<file path="config.mk">
export PLATFORM = sky130hd
export DESIGN_NAME = shop_session_ctrl
export DESIGN_NICKNAME = d
export VERILOG_FILES = /design/src/rtl/shop_pkg.sv /design/src/rtl/shop_user_table.sv /design/src/rtl/shop_session_ctrl.sv
export SDC_FILE = /design/constraint.sdc
export NUM_CORES = 1
export LEC_CHECK = 0
export ABC_AREA = 1
export BUFFER_PORTS_ARGS = -buffer_cell sky130_fd_sc_hd__clkbuf_2
export CORE_ASPECT_RATIO = 1.25
export CORE_MARGIN = 2
export CORE_UTILIZATION = 47
export CTS_BUF_LIST = sky130_fd_sc_hd__clkbuf_8 sky130_fd_sc_hd__clkbuf_16
export CTS_CLUSTER_SIZE = 20
export DETAILED_ROUTE_END_ITERATION = 12
export GPL_ROUTABILITY_DRIVEN = 0
export PLACE_DENSITY = 0.67
export SLEW_MARGIN = 20
export SYNTH_ARGS = -nofsm -noshare
export SYNTH_HDL_FRONTEND = slang
export SYNTH_SLANG_ARGS = --single-unit
</file>
<file path="constraint.sdc">
create_clock -name i_clk -period 9.81 [get_ports i_clk]
set_clock_uncertainty 0.05 [all_clocks]
set_input_delay 2.4525 -clock i_clk [delete_from_list [all_inputs] [get_ports i_clk]]
set_output_delay 2.4525 -clock i_clk [all_outputs]
set_load 0.03 [all_outputs]
</file>
<file path="src/rtl/shop_pkg.sv">
// Shared constants and FSM encoding for the shop session controller.
package shop_pkg;

   localparam logic [3:0] OP_NONE    = 4'd0;
   localparam logic [3:0] OP_LOGIN   = 4'd1;
   localparam logic [3:0] OP_LOGOUT  = 4'd2;
   localparam logic [3:0] OP_ADDUSR  = 4'd3;
   localparam logic [3:0] OP_DELUSR  = 4'd4;
   localparam logic [3:0] OP_ADDITEM = 4'd5;
   localparam logic [3:0] OP_DELITEM = 4'd6;
   localparam logic [3:0] OP_BUY     = 4'd7;

   localparam logic [23:0] ST_OK  = "OK ";
   localparam logic [23:0] ST_ERR = "ERR";
   localparam logic [23:0] ST_DEN = "DEN";
   localparam logic [23:0] ST_TMO = "TMO";

   localparam logic [1:0] IOP_ADD = 2'd0;
   localparam logic [1:0] IOP_DEL = 2'd1;
   localparam logic [1:0] IOP_BUY = 2'd2;

   localparam logic [23:0] ADMIN_NAME = "Adm";

   typedef enum logic [2:0] {
      S_IDLE,
      S_DECODE,
      S_ITEM_REQ,
      S_WAIT,
      S_RESP
   } state_t;

endpackage

</file>
<file path="src/rtl/shop_user_table.sv">
// User table: valid+name slots, slot 0 preloaded with the admin name.
module shop_user_table #(
   parameter int                MAX_USERS  = 5,
   parameter int                NAME_W     = 24,
   parameter logic [NAME_W-1:0] ADMIN_USER = "Adm"
) (
   input  logic              i_clk,
   input  logic              i_reset,
   input  logic [NAME_W-1:0] i_name,
   input  logic              i_add,
   input  logic              i_del,
   input  logic [2:0]        i_del_slot,
   output logic              o_match,
   output logic [2:0]        o_match_slot,
   output logic              o_full,
   output logic [2:0]        o_free_slot
);

   logic [MAX_USERS-1:0] valid;
   logic [NAME_W-1:0]    names [MAX_USERS];

   always_ff @(posedge i_clk or posedge i_reset) begin
      if (i_reset) begin
         valid <= '0;
         valid[0] <= 1'b1;
         for (int i = 0; i < MAX_USERS; i++) names[i] <= '0;
         names[0] <= ADMIN_USER;
      end else begin
         if (i_add && !o_full) begin
            valid[o_free_slot] <= 1'b1;
            names[o_free_slot] <= i_name;
         end
         if (i_del) valid[i_del_slot] <= 1'b0;
      end
   end

   // Descending scan so the lowest slot wins both searches
   always_comb begin
      o_match      = 1'b0;
      o_match_slot = '0;
      o_full       = 1'b1;
      o_free_slot  = '0;
      for (int i = MAX_USERS - 1; i >= 0; i--) begin
         if (valid[i] && names[i] == i_name) begin
            o_match      = 1'b1;
            o_match_slot = 3'(i);
         end
         if (!valid[i]) begin
            o_full      = 1'b0;
            o_free_slot = 3'(i);
         end
      end
   end

endmodule

</file>
<file path="src/rtl/shop_session_ctrl.sv">
// Command sequencer: login session, user admin and item-store forwarding.
import shop_pkg::*;

module shop_session_ctrl #(
   parameter int                      I_A_NUM_BITS   = 24,
   parameter int                      I_U_NUM_BITS   = 4,
   parameter int                      O_A_NUM_BITS   = 24,
   parameter int                      MAX_USERS      = 5,
   parameter logic [I_A_NUM_BITS-1:0] ADMIN_USERNAME = ADMIN_NAME,
   parameter int                      ACK_TIMEOUT    = 16
) (
   input  logic                    i_clk,
   input  logic                    i_reset,
   input  logic                    i_rdy,
   input  logic [I_U_NUM_BITS-1:0] i_u,
   input  logic [I_A_NUM_BITS-1:0] i_a,
   output logic [O_A_NUM_BITS-1:0] o_a,
   output logic                    o_done,
   output logic                    o_busy,
   output logic                    o_item_req,
   output logic [1:0]              o_item_op,
   output logic [I_A_NUM_BITS-1:0] o_item_name,
   output logic [2:0]              o_item_user,
   input  logic                    i_item_ack,
   input  logic                    i_item_ok
);

   localparam int TMO_W = $clog2(ACK_TIMEOUT + 1);

   state_t                  state;
   logic                    rdy_q;
   logic [I_U_NUM_BITS-1:0] cmd_op;
   logic [I_A_NUM_BITS-1:0] cmd_name;
   logic                    sess_valid;
   logic [2:0]              sess_slot;
   logic [O_A_NUM_BITS-1:0] result;
   logic [TMO_W-1:0]        tmo_cnt;

   logic                    match, full;
   logic [2:0]              match_slot, free_slot;
   logic                    is_admin, is_user;
   logic                    dec_login, dec_logout, dec_add, dec_del;
   logic                    dec_item;
   logic [1:0]              dec_iop;
   logic [O_A_NUM_BITS-1:0] dec_status;

   assign is_admin    = sess_valid && (sess_slot == 3'd0);
   assign is_user     = sess_valid && (sess_slot != 3'd0);
   assign o_item_name = cmd_name;

   shop_user_table #(
      .MAX_USERS  (MAX_USERS),
      .NAME_W     (I_A_NUM_BITS),
      .ADMIN_USER (ADMIN_USERNAME)
   ) u_table (
      .i_clk        (i_clk),
      .i_reset      (i_reset),
      .i_name       (cmd_name),
      .i_add        (dec_add && state == S_DECODE),
      .i_del        (dec_del && state == S_DECODE),
      .i_del_slot   (match_slot),
      .o_match      (match),
      .o_match_slot (match_slot),
      .o_full       (full),
      .o_free_slot  (free_slot)
   );

   always_comb begin
      dec_status = ST_ERR;
      dec_login  = 1'b0;
      dec_logout = 1'b0;
      dec_add    = 1'b0;
      dec_del    = 1'b0;
      dec_item   = 1'b0;
      dec_iop    = IOP_ADD;
      unique case (cmd_op)
         OP_NONE: dec_status = ST_OK;
         OP_LOGIN:
            if (!sess_valid && match) begin
               dec_login  = 1'b1;
               dec_status = ST_OK;
            end
         OP_LOGOUT:
            if (sess_valid) begin
               dec_logout = 1'b1;
               dec_status = ST_OK;
            end
         OP_ADDUSR:
            if (!is_admin) dec_status = ST_DEN;
            else if (!match && !full) begin
               dec_add    = 1'b1;
               dec_status = ST_OK;
            end
         // The admin slot is protected by name, before any lookup
         OP_DELUSR:
            if (!is_admin || cmd_name == ADMIN_USERNAME)
               dec_status = ST_DEN;
            else if (match) begin
               dec_del    = 1'b1;
               dec_status = ST_OK;
            end
         OP_ADDITEM, OP_DELITEM: begin
            dec_iop = (cmd_op == OP_ADDITEM) ? IOP_ADD : IOP_DEL;
            if (!is_admin) dec_status = ST_DEN;
            else dec_item = 1'b1;
         end
         OP_BUY: begin
            dec_iop = IOP_BUY;
            if (!is_user) dec_status = ST_DEN;
            else dec_item = 1'b1;
         end
         default: dec_status = ST_ERR;
      endcase
   end

   always_ff @(posedge i_clk or posedge i_reset) begin
      if (i_reset) begin
         state       <= S_IDLE;
         rdy_q       <= 1'b0;
         cmd_op      <= '0;
         cmd_name    <= '0;
         sess_valid  <= 1'b0;
         sess_slot   <= '0;
         result      <= '0;
         tmo_cnt     <= '0;
         o_a         <= '0;
         o_done      <= 1'b0;
         o_busy      <= 1'b0;
         o_item_req  <= 1'b0;
         o_item_op   <= '0;
         o_item_user <= '0;
      end else begin
         rdy_q  <= i_rdy;
         o_done <= 1'b0;
         unique case (state)
            S_IDLE: begin
               o_busy <= 1'b0;
               if (i_rdy && !rdy_q) begin
                  cmd_op   <= i_u;
                  cmd_name <= i_a;
                  o_busy   <= 1'b1;
                  state    <= S_DECODE;
               end
            end
            S_DECODE: begin
               result <= dec_status;
               if (dec_login) begin
                  sess_valid <= 1'b1;
                  sess_slot  <= match_slot;
               end
               if (dec_logout) sess_valid <= 1'b0;
               if (dec_item) begin
                  o_item_op   <= dec_iop;
                  o_item_user <= sess_slot;
                  state       <= S_ITEM_REQ;
               end else begin
                  state <= S_RESP;
               end
            end
            S_ITEM_REQ: begin
               o_item_req <= 1'b1;
               tmo_cnt    <= '0;
               state      <= S_WAIT;
            end
            S_WAIT: begin
               if (i_item_ack) begin
                  o_item_req <= 1'b0;
                  result     <= i_item_ok ? ST_OK : ST_ERR;
                  state      <= S_RESP;
               end else if (tmo_cnt == TMO_W'(ACK_TIMEOUT - 1)) begin
                  o_item_req <= 1'b0;
                  result     <= ST_TMO;
                  state      <= S_RESP;
               end else begin
                  tmo_cnt <= tmo_cnt + 1'b1;
               end
            end
            S_RESP: begin
               o_a    <= result;
               o_done <= 1'b1;
               state  <= S_IDLE;
            end
            default: state <= S_IDLE;
         endcase
      end
   end

endmodule

</file>
==> results.md, run 1 <==
* Max Slew Vio Count at 0
* Multi-input logic area at 4900 um^2
* Vias in the first global route at just under 10000
* Drt total wl at 35700 um
* Die area at 24300 um^2
* NumNets Final at 1626
* Placed wire-length estimate at 24800 um
* Post-route minimum period at 4.65 ns
* Internal power at 1.51 mW
* Clk sinks at approximately 190
* Total number of vias at ~10000
* Unrepaired setup endpoints after global routing: no
* Cell class contributing the biggest share of worst-path delay: simple AND/OR/NAND/NOR gates
* Clk slew on worst S/H paths at 0.08 ns
* Htree depth at 4
* Max_slew headroom at 28.5%
* Die Ht at 174 um
* Peak VDD IR at 0.000158 V
* Port bufs at just over 80
* Cell Rows at 62
* Fillers at 2307
* Status: completed
* Fin crit share at 47.4%
* PD cells at 249 nW/um^2
* Sequential power share at around 39%
* Hold Fails Final Rpt at 0
* Iter 0 DRT Violations at 1247
* # setup viols final at 0
* GRT Total Usage at 29.6%
* CTS buffer count at 17
* Final Cell Area at roughly 12000 um^2
* Wire per inst at 18.9 um
* N_diodes at 0
* Fmax at approximately 210 MHz
* Setup Buffers After CTS at 0
* Critical-path cell list: inv_1 > a21oi_1 > nand2_1 > nor2_1 > nand2_1 > nor2_1 > nand2_1 > nand2_1 > nor2_1 > nand3_2 > nor3_4 > buf_4 > buf_4 > nand3_1 > nand2_1 > nand2_1
* Layout cells sized above 1 at between 10% and 20%
* Post-DRT Antenna Nets at 0
* CTS hold repair buffers at 0
* Clk pwr share at 23.9%
* Residual DRC at 0
* Register area share after synthesis at 44.4%
* Slowest cell on crit path: nand3_1
* Final std cells w/o fill at ~1900
* Worst EP required at about 10 ns
* Initial antenna violation count at 0
* CTS tree: yes
* Buf/Inv on CP at 3
* Syn avg cell area at 6.94 um^2
* Combinational Power Share at 37.3%
* Largest net degree at the start of global routing at 124
* Cell mode on critical path: nand2_1
* Root buf cell: clkbuf_16
* CP endpoint kind: register
* Net Switching at 1.45 mW
* Worst-path fanout max at 53
* Worst path arrival time at 4.94 ns
* Placed insts at 1860
* Post_cts resized at 0
* Setup TNS at 0 ns
* Yosys cell types at 39
* Startpoint type of the worst setup path: register
* Post-Syn Area at 10800 um^2
* Register area at 4820 um^2
* Gr ovfl total at 0
* Hold WC Path Type: reg2reg
* Max_cap viols at 0
* Vias per inst at 5.53
* Global-route wire length before repair at 55300 um
* Leak Pwr at between 6 and 7 nW
* Sw Share at 48.8%
* Least-Margin Pin Slew at 1.07 ns
* Seq cells post-synth at between 150 and 200
* Synth warn at 0
* Crit Path Class: reg2reg
* Starting Density at 47.5%
* Clock buffer depth at 2
* Io pins at 89
* Critical path's largest stage delay at around 0.84 ns
* Area delta synth->final at 9.53%
* CORE AREA at between 20000 and 25000 um^2
* Worst-Skew Late Latency at 0.45 ns
* Area after DPL at 11300 um^2
* Post-Syn Instances at 1563
* Die Wd at roughly 140 um
* DR pass1 iterations at 6
==> flip-flops by register name, indices dropped and copies added, names as in the netlist, 2 cells and up <==
name	flops
u_table.names	120
o_item_name	24
o_a	9
result	9
tmo_cnt	5
u_table.valid	5
cmd_op	4
o_item_user	3
sess_slot	3
state	3
o_item_op	2
==> power by group through the flow <==
stage	clock, mW	sequential (mW)	combinational [mW]
after floorplan	0	1.09	0.734
after global placement	0	1.15	1.08
after detailed placement	0	1.15	1.08
after CTS	0.716	1.14	1.09
after global routing	0.747	1.15	1.20
final	0.708	1.15	1.10
==> routing by layer <==
layer / up-vias / GRT usage, % / part of all wire [%] / wire length (um)
met3: 121 / 6.02 / 8.6 / 3070
met5: - / 0 / 0 / 0
li1: 4934 / - / - / -
met4: 0 / 15.0 / 5.7 / 2020
met1: 4876 / 38.3 / 40 / 14200
met2: 523 / 47.1 / 46 / 16500
==> area by class of cell <==
type | instances | share of cell area [%]
clock buffer | 17 | 3.58
inverter | 196 | 6.26
sequential | 192 | 40.6
timing repair buffer | 90 | 3.94
multi-input combinational | 1094 | 41.2
clock inverter | 15 | 1.39
tap | 288 | 3.03
==> per-stage QoR <==
step	hold slack [ns]	setup WS, ns	power, mW	util [%]
2_1_floorplan	0.370	2.10	1.82	-
5_1_grt	0.429	4.70	3.10	52.1
6_report	0.402	5.16	2.96	52.1
3_3_place_gp	0.386	5.38	2.23	49.5
4_1_cts	0.406	5.32	2.95	52.1
3_5_place_dp	0.388	5.35	2.24	49.5
==> final timing paths <==
path                                                  from                        endpoint  slack [ns]  cells past startpoint
worst min-delay path                result[18]$_DFFE_PP0P_          result[18]$_DFFE_PP0P_        0.40                      2
worst max-delay path            u_table.valid[2]$_DFF_PP0_   u_table.names[65]$_DFFE_PP0P_        5.16                     16
worst min register to register      result[18]$_DFFE_PP0P_          result[18]$_DFFE_PP0P_        0.40                      2
max in group asynchronous                          i_reset  u_table.names[105]$_DFFE_PP0P_        6.08                      3
min in group asynchronous                          i_reset     o_item_name[12]$_DFFE_PP0P_        2.13                      2
worst max register to register  u_table.valid[2]$_DFF_PP0_   u_table.names[65]$_DFFE_PP0P_        5.16                     16
==> logic make-up (layout without fill, tap and decap cells) <==
group                    after synthesis  in the layout  synth area share (%)
buffers and inverters                281            318                  10.6
AO/OA/AOI/OAI                        141            141                  6.72
flip-flops                           192            192                  44.4
multiplexers                           1              1                 0.104
AND/OR/NAND/NOR                      912            912                  35.2
XOR/XNOR                              33             33                  2.67
other                                  1              5                0.0346
adder cells (fa/ha/maj)                2              2                 0.231
==> synthesized netlist by cell type, drive strengths merged <==
cell | n | share of area [%]
nand2 | 555 | 19
inv | 195 | 6.7
dfrtp | 181 | 42
nor2 | 174 | 6.0
nand4 | 80 | 4.6
o21ai | 80 | 3.7
nand3 | 67 | 3.1
a21oi | 51 | 2.4
buf | 48 | 2.6
clkbuf | 37 | 1.3
xnor2 | 28 | 2.3
dfstp | 11 | 2.7
nor3 | 11 | 0.61
nand3b | 8 | 0.55
or2 | 8 | 0.46
xor2 | 5 | 0.40
nor3b | 3 | 0.21
nor4 | 3 | 0.17
o22ai | 3 | 0.17
and3 | 2 | 0.12
ha | 2 | 0.23
o21a | 2 | 0.14
a211oi | 1 | 0.069
a22o | 1 | 0.081
a31oi | 1 | 0.058
and2 | 1 | 0.058
clkinv | 1 | 0.035
conb | 1 | 0.035
mux2 | 1 | 0.10
o211ai | 1 | 0.069
o41ai | 1 | 0.081
==> layout by cell type, fill, tap and decap left out, types with 2 or more instances in the layout <==
cell and instances:
a21oi_1 51, and3_1 2, buf_4 7, clkbuf_16 17, clkbuf_2 83, clkinv_4 2, clkinv_8 4, conb_1 5
dfrtp_1 181, dfstp_2 11, ha_1 2, inv_1 174, inv_2 20, inv_6 6, inv_8 3, nand2_1 554
nand3_1 66, nand3b_1 8, nand4_1 80, nor2_1 173, nor3_1 10, nor3b_1 3, nor4_1 2, o21a_1 2
o21ai_0 36, o21ai_1 44, o22ai_1 3, or2_1 4, or2_2 3, xnor2_1 28, xor2_1 5
==> worst register-to-register path, stage by stage (launching register included) <==
cell     delay (ns)
dfrtp_1        0.45
inv_1          0.80
a21oi_1        0.09
nand2_1        0.11
nor2_1         0.04
nand2_1        0.06
nor2_1         0.05
nand2_1        0.10
nand2_1        0.17
nor2_1         0.24
nand3_2        0.15
nor3_4         0.13
buf_4          0.32
buf_4          0.57
nand3_1        0.87
nand2_1        0.24
nand2_1        0.08
Power figures use the tool's default switching activity.
==> run 2, diff against run 1 <==
Clock period 9.81 ns to 4.3 ns, I/O delays scaled along.
==> results.md, run 2 (synthesis gave the netlist of run 1 again) <==
* Multi-input logic area at 4900 um^2 (unchanged)
* Hold Fails Final Rpt at 0 (unchanged)
* Fin crit share at 83.8% (was 47.4%)
* Die area at 24300 um^2 (unchanged)
* GRT Total Usage at 29.7% (was 29.6%)
* Commonest non-fill, non-tap cell in the layout: nand2_1 (unchanged)
* CORE AREA at 22800 um^2 (unchanged)
* Max Slew Vio Count at 0 (unchanged)
* Io pins at 89 (unchanged)
* Cell Rows at 62 (unchanged)
* Crit Path Class: reg2reg (unchanged)
* Iter 0 DRT Violations at 1081 (was 1247)
* Final worst setup slack at 0.698 ns (was 5.16 ns)
* N_diodes at 0 (unchanged)
* Leak Pwr at 6.19 nW (was 6.11 nW)
* CTS tree: yes (unchanged)
* Vias per inst at 5.50 (was 5.53)
* Net Switching at 3.22 mW (was 1.45 mW)
* Clk pwr share at 24.8% (was 23.9%)
* Clock buffer depth at 2 (unchanged)
* Port bufs at 83 (unchanged)
* Initial antenna violation count at 0 (unchanged)
* Worst-Skew Late Latency at 0.45 ns (about the same)
* Internal power at 3.56 mW (was 1.51 mW)
* Clk slew on worst S/H paths at 0.09 ns (was 0.08 ns)
* Residual DRC at 0 (unchanged)
* Global-route wire length before repair at 56200 um (was 55300 um)
* Post-Place Setup Slack at 0.861 ns (was 5.35 ns)
* Post_cts resized at 0 (unchanged)
* Die Wd at 140 um (unchanged)
* Commonest cells after routing, fill and taps aside: nand2_1 (554), dfrtp_1 (181), inv_1 (174) (unchanged)
* Placed wire-length estimate at 25500 um (was 24800 um)
* Worst path arrival time at 3.88 ns (was 4.94 ns)
* Startpoint type of the worst setup path: register (unchanged)
* Die Ht at 174 um (unchanged)
* Htree depth at 4 (unchanged)
* Worst EP required at 4.57 ns (was 10.09 ns)
* Max_cap viols at 0 (unchanged)
* Wire per inst at 18.6 um (was 18.9 um)
* DR pass1 iterations at 6 (unchanged)
* Hold WC Path Type: reg2reg (unchanged)
* Status: completed (unchanged)
* Post-route minimum period at 3.60 ns (was 4.65 ns)
* Largest reg by FF count: u_table.names (unchanged)
* Post-DRT Antenna Nets at 0 (unchanged)
* Drt total wl at 35400 um (was 35700 um)
* Max reg flops at 120 (unchanged)
* Register area at 4820 um^2 (unchanged)
* Root buf cell: clkbuf_16 (unchanged)
* Max_slew headroom at 40.4% (was 28.5%)
* Unrepaired setup endpoints after global routing: no (unchanged)
* # setup viols final at 0 (unchanged)
* Largest net degree at the start of global routing at 80 (was 124)
* Fmax at 278 MHz (was 215 MHz)
* CTS buffer count at 17 (unchanged)
* Vias in the first global route at 10000 (was 9834)
* Area delta synth->final at 11.0% (was 9.53%)
* Area after DPL at 11400 um^2 (was 11300 um^2)
* Sequential power share at 37.1% (was 38.8%)
* Worst-path fanout max at 79 (was 53)
* Clk sinks at 192 (unchanged)
* Total number of vias at 10500 (about the same)
* Peak VDD IR at 0.000397 V (was 0.000158 V)
* Starting Density at 47.5% (unchanged)
* Combinational Power Share at 38.1% (was 37.3%)
* Layout cells sized above 1 at 10.8% (was 10.2%)
* NumNets Final at 1638 (was 1626)
* Final Cell Area at 12000 um^2 (was 11900 um^2)
* Setup TNS at 0 ns (unchanged)
* CTS hold repair buffers at 0 (unchanged)
* PD cells at 564 nW/um^2 (was 249 nW/um^2)
* Setup Buffers After CTS at 0 (unchanged)
* Fillers at 2276 (was 2307)
* CP endpoint kind: register (unchanged)
* Gr ovfl total at 0 (unchanged)
* Least-Margin Pin Slew at 0.888 ns (was 1.07 ns)
* Sw Share at 47.5% (was 48.8%)
run 2: changes by cell type in the layout (fill, tap and decap cells not counted), sizes merged:
cell / previous run / this run
bufinv: 0 / 1
clkinv: 7 / 9
inv: 203 / 199
clkbuf: 100 / 101
buf: 7 / 19
run 2: path summary, 6_finish.rpt:
path                                       startpoint  slack, ns  cells after the start                             to
max                        o_item_name[0]$_DFFE_PP0P_       0.70                     16  u_table.names[31]$_DFFE_PP0P_
max in group asynchronous                     i_reset       2.81                      3    o_item_name[12]$_DFFE_PP0P_
min reg2reg                    result[18]$_DFFE_PP0P_       0.41                      2         result[18]$_DFFE_PP0P_
min in group asynchronous                     i_reset       0.47                      2         result[18]$_DFFE_PP0P_
max reg2reg                o_item_name[0]$_DFFE_PP0P_       0.70                     16  u_table.names[31]$_DFFE_PP0P_
min                            result[18]$_DFFE_PP0P_       0.41                      2         result[18]$_DFFE_PP0P_
run 2: per-stage QoR:
stage	std cells	hold WS [ns]	util (%)	power, mW
CTS	1904	0.410	52.8	6.75
floorplan	1567	0.370	-	4.16
global route	1904	0.445	52.8	7.10
global placement	1872	0.392	50.0	5.06
finish	1904	0.410	52.8	6.79
detailed placement	1872	0.389	50.0	5.07
run 2: power groups by stage:
stage                     clock network, mW  registers [mW]  logic (mW)
after floorplan                           0            2.49        1.67
after global placement                    0            2.53        2.53
after detailed placement                  0            2.54        2.53
after CTS                              1.70            2.51        2.54
after global routing                   1.76            2.54        2.79
final                                  1.68            2.52        2.58
run 2: routing by layer:
metal | global-route usage, % | wire length (um) | up-vias
li1 | - | - | 4956
met1 | 39.7 | 14600 | 4888
met2 | 46.6 | 16100 | 512
met3 | 4.50 | 2650 | 124
met4 | 16.2 | 2100 | 0
met5 | 0 | 0 | -
run 2: worst max-delay path, cell delays in order, from the launching register on:
cell and delay [ns]:
dfrtp_1 0.63, inv_1 0.45, nand2_1 0.15, nand3_1 0.12, nor2_1 0.05, nand3_1 0.11
nor2_1 0.06, nand2_1 0.12, nand2_1 0.14, nor2_1 0.22, nand3_2 0.15, nor3_4 0.20
buf_12 0.37, nand2_1 0.12, buf_4 0.28, nand2_1 0.11, o21ai_0 0.08
run 2: cell type report:
cell class | count | share of cell area, %
Clock inverter | 14 | 1.59
Clock buffer | 18 | 3.65
Tap cell | 288 | 2.99
Inverter | 196 | 6.14
Multi-Input combinational cell | 1094 | 40.7
Timing Repair Buffer | 102 | 4.95
Sequential cell | 192 | 40.0
